$ cat src/rtl/sw_debounce8.sv
// rtl/sw_debounce8.sv - nine-channel switch synchroniser and debouncer feeding the priority encoder
module sw_debounce8 #(
  parameter int TICK_DIV     = 50000,
  parameter int STABLE_TICKS = 10
) (
  input  logic       clk,
  input  logic       rst_n,
  input  logic [7:0] sw,
  input  logic       en_sw,
  output logic [7:0] x,
  output logic       en,
  output logic       chg,
  output logic       busy
);

  localparam int PW = (TICK_DIV > 1) ? $clog2(TICK_DIV) : 1;
  localparam int CW = $clog2(STABLE_TICKS + 1);
  localparam logic [PW-1:0] PRE_LAST = PW'(TICK_DIV - 1);
  localparam logic [CW-1:0] CNT_LAST = CW'(STABLE_TICKS - 1);

  logic [8:0]    s1;
  logic [8:0]    s2;
  logic [8:0]    out_q;
  logic [PW-1:0] pre;
  logic [CW-1:0] cnt [9];
  logic          tick;
  logic [8:0]    mism;
  logic [8:0]    flip;

  assign tick = (pre == PRE_LAST);
  assign mism = s2 ^ out_q;
  assign x    = out_q[7:0];
  assign en   = out_q[8];

  // A channel flips on the tick that completes its run of mismatching ticks.
  always_comb begin
    flip = '0;
    busy = 1'b0;
    for (int i = 0; i < 9; i++) begin
      flip[i] = mism[i] & tick & (cnt[i] == CNT_LAST);
      busy    = busy | (cnt[i] != '0);
    end
  end

  always_ff @(posedge clk or negedge rst_n) begin
    if (!rst_n) begin
      s1    <= '0;
      s2    <= '0;
      pre   <= '0;
      out_q <= '0;
      chg   <= 1'b0;
      for (int i = 0; i < 9; i++) begin
        cnt[i] <= '0;
      end
    end else begin
      s1    <= {en_sw, sw};
      s2    <= s1;
      pre   <= tick ? '0 : pre + PW'(1);
      out_q <= out_q ^ flip;
      chg   <= |flip;
      for (int i = 0; i < 9; i++) begin
        if (!mism[i]) begin
          cnt[i] <= '0;
        end else if (tick) begin
          cnt[i] <= flip[i] ? '0 : cnt[i] + CW'(1);
        end
      end
    end
  end

endmodule

$ cat config.mk
export PLATFORM = sky130hd
export DESIGN_NAME = sw_debounce8
export DESIGN_NICKNAME = d
export VERILOG_FILES = /design/src/rtl/sw_debounce8.sv
export SDC_FILE = /design/constraint.sdc
export NUM_CORES = 1
export LEC_CHECK = 0
export CAP_MARGIN = 40
export CORE_UTILIZATION = 30
export CTS_CLUSTER_DIAMETER = 100
export DETAILED_ROUTE_END_ITERATION = 6
export PLACE_DENSITY_LB_ADDON = 0.25
export SETUP_SLACK_MARGIN = 0.2
export SYNTH_ARGS = -nofsm -noshare
export SYNTH_HDL_FRONTEND = slang
export SYNTH_SLANG_ARGS = --single-unit
$ cat constraint.sdc
create_clock -name clk -period 2.2 [get_ports clk]
set_clock_uncertainty 0.05 [all_clocks]
set_input_delay 0.66 -clock clk [delete_from_list [all_inputs] [get_ports clk]]
set_output_delay 0.66 -clock clk [all_outputs]
set_load 0.005 [all_outputs]
==> qor.yml <==
sta:
  finalHoldViolations: 0
  clock.fmax_ghz: 0.438
  tightest_slew_ns: 0.638
  period_needed_ns: 2.28
  layout_setup_ws_ns: -0.0815
  drv_slew: 0
  holdWs_ns: 0.203
  relSlewSlack_pct: 57.2
  fin_tns_setup_ns: -0.132
  rsz0062_at_grt: "yes"
  fin_crit_sh_pct: 104
  setup_viol: 3
placed_design:
  hpwl_um: 5830
  placed_cells: 614
  port_buffers: 21
  place_ws_ns: -0.138
  gpl.final_weighted_congestion: 0.783
die:
  rows: 41
  initial_core_util_pct: 30.8
  ioPinCount: 22
  dieWidth_um: 116
  die_h_um: 116
  core_mm2: 0.0126
  dieArea_mm2: 0.0134
global_route:
  grt_max_degree: 51
  overflow: 0
  grt_pass1_wl_um: 14800
  antenna_found_initial: 0
  grt_use_total_pct: 14.4
  grt_pass1_vias: 3097
cells_and_area:
  final_cells: 648
  drive_gt1_share_pct: 23.7
  final_cell_mix: "80 x dfrtp_1, 66 x buf_4, 35 x nand3_1, 30 x a21oi_1"
  mostFrequentLayoutCell: "dfrtp_1"
  layout.nets: 510
  n_fill_cell: 1261
  area_delta_synth_final_pct: 34.7
  antenna_cells: 0
  utilization_pct: 41.5
drt:
  num_vias: 3017
  drt-total-wl_um: 8650
  drt_iter0_markers: 156
  dr.pass1.iters: 4
  routedWlPerCell_um: 13.3
  ant_nets: 0
  drc_errors: 0
  vias_per_cell: 4.66
yosys:
  yosysTopAreaCellShare_pct: 51.4
  synth_top_area_cell: "dfrtp_1"
  synth-seq-area-share_pct: 51.4
  ys_ff_latch: 80
  synth_top_cells_by_area: "dfrtp_1 51%, ha_1 9.0%, nand3_1 4.5%"
  syn_inst: 379
  syn_area_mm2: 0.00389
  syn-num-nets: 418
  yosysWarnings: 0
  yosys.cell_types.count: 33
  syn_area_per_cell_um2: 10.3
power_and_ir_drop:
  vdd_drop_max_mv: 0.411
  leakagePower_uw: 0.00237
  power_per_cell_area_mw_per_mm2: 605
worst_setup_path:
  critPathMaxFanout: 5
  crit_arrival_ns: 1.57
  r2r_cells: 13
  cp.required_ns: 1.49
  end_kind: "output port"
  r2r-start: "cnt[25]"
  rr_endpoint: "chg"
  r2r_setup_slack_ns: -0.05
  timing_worst_setup_path_type: "reg -> out"
  cp-start-kind: "register"
clocking:
  clock_sinks: 80
  clockBufferDepth: 2
  clk_root_buffer_cell: "clkbuf_16"
  worstSkewPairLatency_ns: 0.35
  clk_pin_slew_ns: 0.06
  hold_buffers: 0
  cts_buffers: 9
  cts_tree: "built"
  h-tree-depth: 3
worst_hold_path:
  hp-class: "in -> async"
outcome:
  status: "finished, violations left"
  violations: "setup timing"
job:
  maxCapViolCount: 0
==> cells in the mapped netlist <==
| library cell | instances |
|---|---|
| and2_1 | 1 |
| buf_2 | 10 |
| nor4b_2 | 1 |
| ha_1 | 28 |
| dfrtp_1 | 80 |
| a21o_1 | 2 |
| xnor2_1 | 15 |
| o22ai_1 | 4 |
| or4b_1 | 1 |
| o21a_1 | 6 |
| nor3_1 | 4 |
| nor2b_1 | 1 |
| inv_1 | 29 |
| nand2_1 | 27 |
| a22o_1 | 1 |
| xor2_1 | 7 |
| and3_1 | 2 |
| nand3b_1 | 9 |
| mux2_2 | 9 |
| nor4_1 | 5 |
| nor2_1 | 29 |
| nand3_1 | 35 |
| and4bb_1 | 1 |
| a21boi_0 | 2 |
| and4_1 | 1 |
| nand4b_1 | 6 |
| or3_1 | 2 |
| and4bb_2 | 1 |
| nand4_1 | 9 |
| a31oi_1 | 7 |
| nor4b_1 | 1 |
| a21oi_1 | 32 |
| o21ai_0 | 11 |
==> critical path: stages (launching register included) <==
cell and delay [ns]:
dfrtp_1 0.41, nor4_1 0.33, nand2_1 0.11, nor3_2 0.11, nand4_1 0.11, buf_2 0.15
==> flip-flops by register name (all words and copies together) (netlist names) <==
name and count:
cnt 36, pre 16, out_q 9, s1 9
s2 9, chg 1
==> stage by stage <==
stage,cell area (µm²),power (µW)
after floorplan,3890,1540
after global routing,5240,3300
final,5240,3170
after global placement,4690,1600
after detailed placement,4690,1600
after CTS,5110,3230
==> routing by layer <==
metal / vias to the layer above / wire (µm) / track usage, %
li1: 1502 / - / -
met1: 1457 / 4160 / 18.7
met2: 48 / 3960 / 22.4
met3: 10 / 413 / 5.13
met4: 0 / 112 / 4.53
met5: - / 0 / 0
==> power by group <==
group / switching (µW) / internal (µW)
Clock: 600 / 994
Sequential: 7.00 / 1490
Combinational: 48.6 / 31.2
==> worst max-delay path by stage <==
stage            start  slack, ns   end  depth (start not counted)
3_5_place_dp   cnt[24]      -0.14  busy                          7
6_report       cnt[11]      -0.08  busy                          5
4_1_cts        cnt[25]      -0.18  busy                          7
3_3_place_gp   cnt[24]      -0.12  busy                          7
5_1_grt        cnt[24]      -0.19  busy                          7
2_1_floorplan  cnt[24]       0.39  busy                          6
==> final cells by class <==
cell class              count  area (µm²)  share of cell area [%]
repair buffers             91         781                    14.9
well taps                 172         215                    4.11
clock buffers              11         233                    4.44
multi-input cells         260        1820                    34.7
clock inverters             5        81.3                    1.55
flip-flops and latches     80        2000                    38.2
inverters                  29         109                    2.08
==> kinds of logic after synthesis <==
logic type	Yosys count	synth area share (%)
xor+xnor	22	4.95
fa+ha+maj	28	9.00
buf+inv	39	4.08
mux	9	2.60
simple gates	136	18.5
flops	80	51.4
compound gates	65	9.45
==> repair_timing <==
action | in CTS | in global routing
resized for setup | 13 | 16
setup endpoints to repair | 16 | 24
setup buffers | 9 | 9
pin swaps | 6 | 12
Note: power is estimated with default switching activity, not from simulation.
==> edit 1, RTL diff (same settings) <==
Change the parameter `STABLE_TICKS` from 10 to 5.
--- a/src/rtl/sw_debounce8.sv
+++ b/src/rtl/sw_debounce8.sv
@@ -1,7 +1,7 @@
 // rtl/sw_debounce8.sv - nine-channel switch synchroniser and debouncer feeding the priority encoder
 module sw_debounce8 #(
   parameter int TICK_DIV     = 50000,
-  parameter int STABLE_TICKS = 10
+  parameter int STABLE_TICKS = 5
 ) (
   input  logic       clk,
   input  logic       rst_n,
Behaviour: no difference found for any inputs over 10 cycles, from zero or initial values and one cycle with rst_n low; that may be too few to reach the edited logic, so the function may still have changed.
==> edit 1 against the original RTL <==
  * The flow still finishes with violations (negative setup slack)
  * Fmax is 1.6% higher
  * Largest cell class unchanged
  * Cell area is 18% lower
  * Routed wire length is 23% lower
  * Sequential cell count is 9 lower
  * Sequential share of layout area is 3.4 points higher
  * Via count is 21% lower
  * Worst setup slack better by 0.036 ns
  * Total power is 27% lower
  * Largest power group is now sequential cells
  * Synthesized cell count is 19% lower
  * Non-clock buffer count is 18 lower
  * Clock power is 42% lower
  * Area after synthesis is 17% lower
==> edit 1: results (changes against the original RTL) <==
| Metric | Value |
|---|---|
| Status | `finished with violations` |
| Violated checks | `negative setup slack` |
| R2R Setup Slk | `0.35 ns (+0.40 ns)` |
| First-pass DRT Iterations | `4 (unchanged)` |
| Filler Cell Count | `1022 (-19%)` |
| Setup ws final | `-0.0456 ns (+0.0359 ns)` |
| Pre-CTS setup slack | `-0.119 ns (+0.0191 ns)` |
| Max stage delay on crit path | `0.38 ns (-0.03 ns)` |
| Sequential element share of the synthesized area | `0.549 (+0.0349)` |
| R2r endpoint | `chg$_DFF_PN0_` |
| Biggest regs | `cnt x27, pre x16` |
| Root cell of the clock tree | `clkbuf_8` |
| Final HPWL DP | `4570 um (-22%)` |
| P_leak | `0.00197 uW (-17%)` |
| DP Area | `0.00388 mm^2 (-17%)` |
| Maximum VDD drop | `275 uV (-33%)` |
| Number of unique standard cell types used by synthesis | `31 (-6.1%)` |
| Number of global-route vias before repair | `2572 (-17%)` |
| First-pass GRT wire length | `12100 um (-18%)` |
| Worst-path clk slew | `0.08 ns (+0.02 ns)` |
| Critical-path maximum fanout | `3 (-2)` |
| Area contributors post-synth | `dfrtp_1 (55%), ha_1 (7.4%), xnor2_1 (4.6%), a21oi_1 (4.5%), nand2_1 (4.4%)` |
| Critical path arrival | `1.54 ns (-0.03 ns)` |
| Synth cell count leaders | `dfrtp_1 (71), nand2_1 (38), a21oi_1 (29), nor2_1 (26), inv_1 (20)` |
| Yosys warns | `0 (unchanged)` |
| Detailed Route WL | `6630 um (-23%)` |
| R2R depth | `5 (-8)` |
| Slew @ Worst Pin | `0.533 ns (-0.105 ns)` |
| Largest net degree at the start of global routing | `40 (-22%)` |
| Final setup vio count | `1 (-2)` |
| DRT iter0 DRCs | `118 (-24%)` |
| Layout cells sized above 1 | `0.240 (+0.00230)` |
| #FFs+latches synth | `71 (-11%)` |
| Final net count | `414 (-19%)` |
| GRT Util Overall | `0.139 (-0.00531)` |
| Internal power | `1780 uW (-29%)` |
-- edit 1: changes by cell type after synthesis, sizes merged, moves of 6 or more --
cell and delta:
nand3 -21, nand2 +11, a31oi -7, mux2 -8, dfrtp -9, o21a -6, ha -9, inv -9
buf -6, xor2 +6, nand4b -6
-- edit 1: through the flow --
stage | power [uW] | util | hold slack (ns) | TNS, ns | std cells
floorplan | 1360 | - | 0.281 | 0 | 307
global placement | 1430 | 0.374 | 0.281 | -0.100 | 495
detailed placement | 1430 | 0.374 | 0.285 | -0.119 | 495
CTS | 2370 | 0.403 | 0.240 | -0.0874 | 522
global route | 2440 | 0.412 | 0.264 | -0.163 | 524
finish | 2320 | 0.412 | 0.238 | -0.0456 | 524
-- edit 1: final cells by class --
type | instances | area share
tap | 136 | 0.0398
timing repair buffer | 73 | 0.145
clock inverter | 4 | 0.00527
sequential | 71 | 0.415
multi-input combinational | 209 | 0.344
clock buffer | 11 | 0.0331
inverter | 20 | 0.0176
-- edit 1: worst max-delay path by stage --
stage	startpoint	end	slack, ns	cells past startpoint
floorplan	cnt[3]$_DFFE_PN0P_	busy	0.50	4
global placement	cnt[6]$_DFFE_PN0P_	busy	-0.10	6
detailed placement	cnt[6]$_DFFE_PN0P_	busy	-0.12	6
CTS	cnt[24]$_DFFE_PN0P_	busy	-0.09	5
global route	cnt[3]$_DFFE_PN0P_	busy	-0.16	5
finish	cnt[24]$_DFFE_PN0P_	busy	-0.05	5
-- edit 1: power by group through the flow --
stage               sequential (uW)  clock (uW)  combinational (uW)
floorplan                      1350           0                13.1
global placement               1350           0                75.2
detailed placement             1350           0                76.1
CTS                            1330         966                76.1
global route                   1330        1020                83.3
finish                         1330         916                72.7
-- edit 1: logic make-up (layout without fill, tap and decap cells) --
| family | count (synthesis) | after routing | synth area share |
|---|---|---|---|
| AND/OR/NAND/NOR | 116 | 116 | 0.187 |
| flip-flops | 71 | 71 | 0.549 |
| AO/OA/AOI/OAI | 43 | 43 | 0.0696 |
| XOR/XNOR | 30 | 30 | 0.0812 |
| buffers and inverters | 27 | 108 | 0.0360 |
| adder cells (fa/ha/maj) | 19 | 19 | 0.0735 |
| multiplexers | 1 | 1 | 0.00348 |
-- edit 1: per-layer routing --
metal	routed length, um	part of all wire	global-route usage	vias to the layer above
li1	-	-	-	1186
met1	3250	0.49	0.179	1162
met5	0	0	0	-
met3	205	0.031	0.0445	10
met4	119	0.018	0.0565	0
met2	3050	0.46	0.214	23
-- edit 1: timing repair --
action / CTS / global route
pin swaps: 2 / 8
resized for setup: 12 / 21
setup endpoints to repair: 10 / 7
setup buffers: 12 / 2
==> edit 2, RTL diff (same flow settings) <==
Made on the original files. Put a register stage on the output `x`, cleared by the reset. The value now appears one clock later. The other outputs are not delayed to match.
--- a/src/rtl/sw_debounce8.sv
+++ b/src/rtl/sw_debounce8.sv
@@ -29,7 +29,13 @@
 
   assign tick = (pre == PRE_LAST);
   assign mism = s2 ^ out_q;
-  assign x    = out_q[7:0];
+  always_ff @(posedge clk or negedge rst_n) begin
+    if (!rst_n) begin
+      x <= '0;
+    end else begin
+      x <= out_q[7:0];
+    end
+  end
   assign en   = out_q[8];
 
   // A channel flips on the tick that completes its run of mismatching ticks.
Formal check against the unedited RTL: same outputs for any inputs over 10 cycles, from zero or initial values and one cycle with rst_n low; that may be too few to reach the edited logic, so the function may still have changed.
==> edit 2 against the original RTL <==
  * The run still ends with negative setup slack left
  * Routed wire length shrank 0.31%
  * Worst setup slack worse by 0.10 ns
  * First-iteration DRC count is 19% lower
  * Utilization increased by 0.27 points
  * Area after synthesis is 5.5% higher
  * Global-route usage down 1.2 points
  * Sequential power is 9% higher
  * Critical path depth up 2
  * Total power is 14% higher
  * Cell area up 6.0%
  * Sequential cell count increased by 8
  * Largest power group unchanged
==> edit 2: results (changes against the original RTL) <==
| Metric | Value |
|---|---|
| Maximum VDD drop | `473 uV (+15%)` |
| GR Util met1 | `0.168 (-0.0187)` |
| Largest net degree at the start of global routing | `32 (-37%)` |
| Sequential element share of the synthesized area | `0.536 (+0.0218)` |
| Initial antenna violation count | `0 (unchanged)` |
| Clk_lat worst skew | `0.35 ns (about the same)` |
| R2r endpoint | `cnt[31]$_DFFE_PN0P_` |
| GRT Util Overall | `0.132 (-0.0125)` |
| Global Route met3 Usage | `0.0412 (-0.0101)` |
| CP max stage cell | `dfrtp_1` |
| DRT iter0 DRCs | `126 (-19%)` |
| R2R depth | `6 (-7)` |
| Critical path arrival | `1.67 ns (+0.10 ns)` |
| RR Startpoint | `pre[1]$_DFF_PN0_` |
| Final setup vio count | `1 (-2)` |
| R2R Setup Slk | `0.10 ns (+0.15 ns)` |
| RD Place Congestion | `0.811 (+3.5%)` |
| Filler Cell Count | `1266 (+0.40%)` |
| Type of the worst min-delay path | `in -> async` |
| Port buffer count | `21 (unchanged)` |
| Synth cell count leaders | `dfrtp_1 (88), nand3_1 (32), nor2_1 (31), inv_1 (29), nand2_1 (29)` |
| Status | `finished with violations` |
| Met2 Use GR | `0.206 (-0.0181)` |
| Vias | `3044 (+0.89%)` |
| Top_reg_cell synth | `dfrtp_1` |
| First-pass DRT Iterations | `4 (unchanged)` |
| Worst-path clk slew | `0.06 ns (about the same)` |
| Setup ws final | `-0.182 ns (-0.100 ns)` |
| Avg WL per Cell | `13.1 um (-1.7%)` |
| Critical-path maximum fanout | `2 (-3)` |
| Max stage delay on crit path | `0.39 ns (-0.02 ns)` |
| Pre-CTS setup slack | `-0.337 ns (-0.199 ns)` |
| Relative slew slack | `0.526 (-0.0455)` |
| Biggest regs | `cnt x36, pre x16` |
| Number of unique standard cell types used by synthesis | `36 (+9.1%)` |
| Layout cells sized above 1 | `0.245 (+0.00793)` |
| Syn_nets | `426 (+1.9%)` |
| Crit end category | `output port` |
| TritonCTS Buffers | `9 (unchanged)` |
| Overflow left after global routing | `0 (unchanged)` |
| Area contributors post-synth | `dfrtp_1 (54%), ha_1 (8.5%), nand3_1 (3.9%), a21oi_1 (3.4%), xnor2_1 (3.2%)` |
| First-pass GRT wire length | `14600 um (-1.3%)` |
| Final net count | `515 (+0.98%)` |
| Final HPWL DP | `5690 um (-2.4%)` |
| P_leak | `0.00251 uW (+5.9%)` |
| Violated checks | `negative setup slack` |
| Yosys warns | `0 (unchanged)` |
| Number of global-route vias before repair | `3066 (-1.0%)` |
[edit 2: cell types whose count changed after synthesis, sizes merged, moves of 3 or more]
cell,unedited run,this run
clkbuf,0,3
dfrtp,80,88
buf,10,7
nand3,35,32
a21oi,32,28
[edit 2: cells by family after synthesis]
logic type | synth area share
buf+inv | 0.0375
compound gates | 0.0838
mux | 0.0299
simple gates | 0.180
flops | 0.536
xor+xnor | 0.0469
fa+ha+maj | 0.0853
[edit 2: worst max path at each step]
stage	endpoint	from	slack, ns	cells past startpoint
after floorplan	busy	cnt[24]$_DFFE_PN0P_	0.32	6
after detailed placement	busy	cnt[25]$_DFFE_PN0P_	-0.34	7
after CTS	busy	cnt[24]$_DFFE_PN0P_	-0.29	7
after global routing	busy	cnt[24]$_DFFE_PN0P_	-0.35	7
after global placement	busy	cnt[24]$_DFFE_PN0P_	-0.34	7
final	busy	cnt[24]$_DFFE_PN0P_	-0.18	7
[edit 2: timing repair]
item / 4_1_cts / 5_1_grt
cloned: 0 / 1
resized for setup: 20 / 21
setup buffers: 9 / 13
pin swaps: 8 / 7
setup endpoints to repair: 8 / 11
hold buffers: 0 / 0
[edit 2: layout make-up]
class                      instances  share of cell area
timing repair buffer              88               0.140
clock buffer                      10              0.0430
clock inverter                     6              0.0234
inverter                          29              0.0196
multi-input combinational        260               0.338
sequential                        88               0.396
tap                              176              0.0396
[edit 2: critical path, delay by kind of cell, from the launching register on]
| family | cells | cell delay (ns) |
|---|---|---|
| buffers and inverters | 2 | 0.25 |
| adder cells (fa/ha/maj) | 1 | 0.13 |
| flip-flops | 1 | 0.39 |
| AND/OR/NAND/NOR | 4 | 0.56 |
[edit 2: report_power, final]
group / switching (uW) / internal (uW)
clock network: 634 / 1250
logic: 51.1 / 30.2
registers: 7.50 / 1630
[edit 2: metal layers]
layer,vias up,share of wire
met5,-,0
met4,0,0.014
met3,7,0.037
met2,36,0.48
met1,1485,0.47
li1,1516,-
[edit 2: stage by stage]
| step | hold WS, ns | cells | power, uW | area (um^2) | TNS, ns |
|---|---|---|---|---|---|
| 2_1_floorplan | 0.281 | 387 | 1690 | 4110 | 0 |
| 3_3_place_gp | 0.281 | 618 | 1760 | 4860 | -0.343 |
| 3_5_place_dp | 0.285 | 618 | 1760 | 4860 | -0.337 |
| 4_1_cts | 0.209 | 643 | 3680 | 5360 | -0.292 |
| 5_1_grt | 0.235 | 657 | 3730 | 5560 | -0.350 |
| 6_report | 0.202 | 657 | 3610 | 5560 | -0.182 |
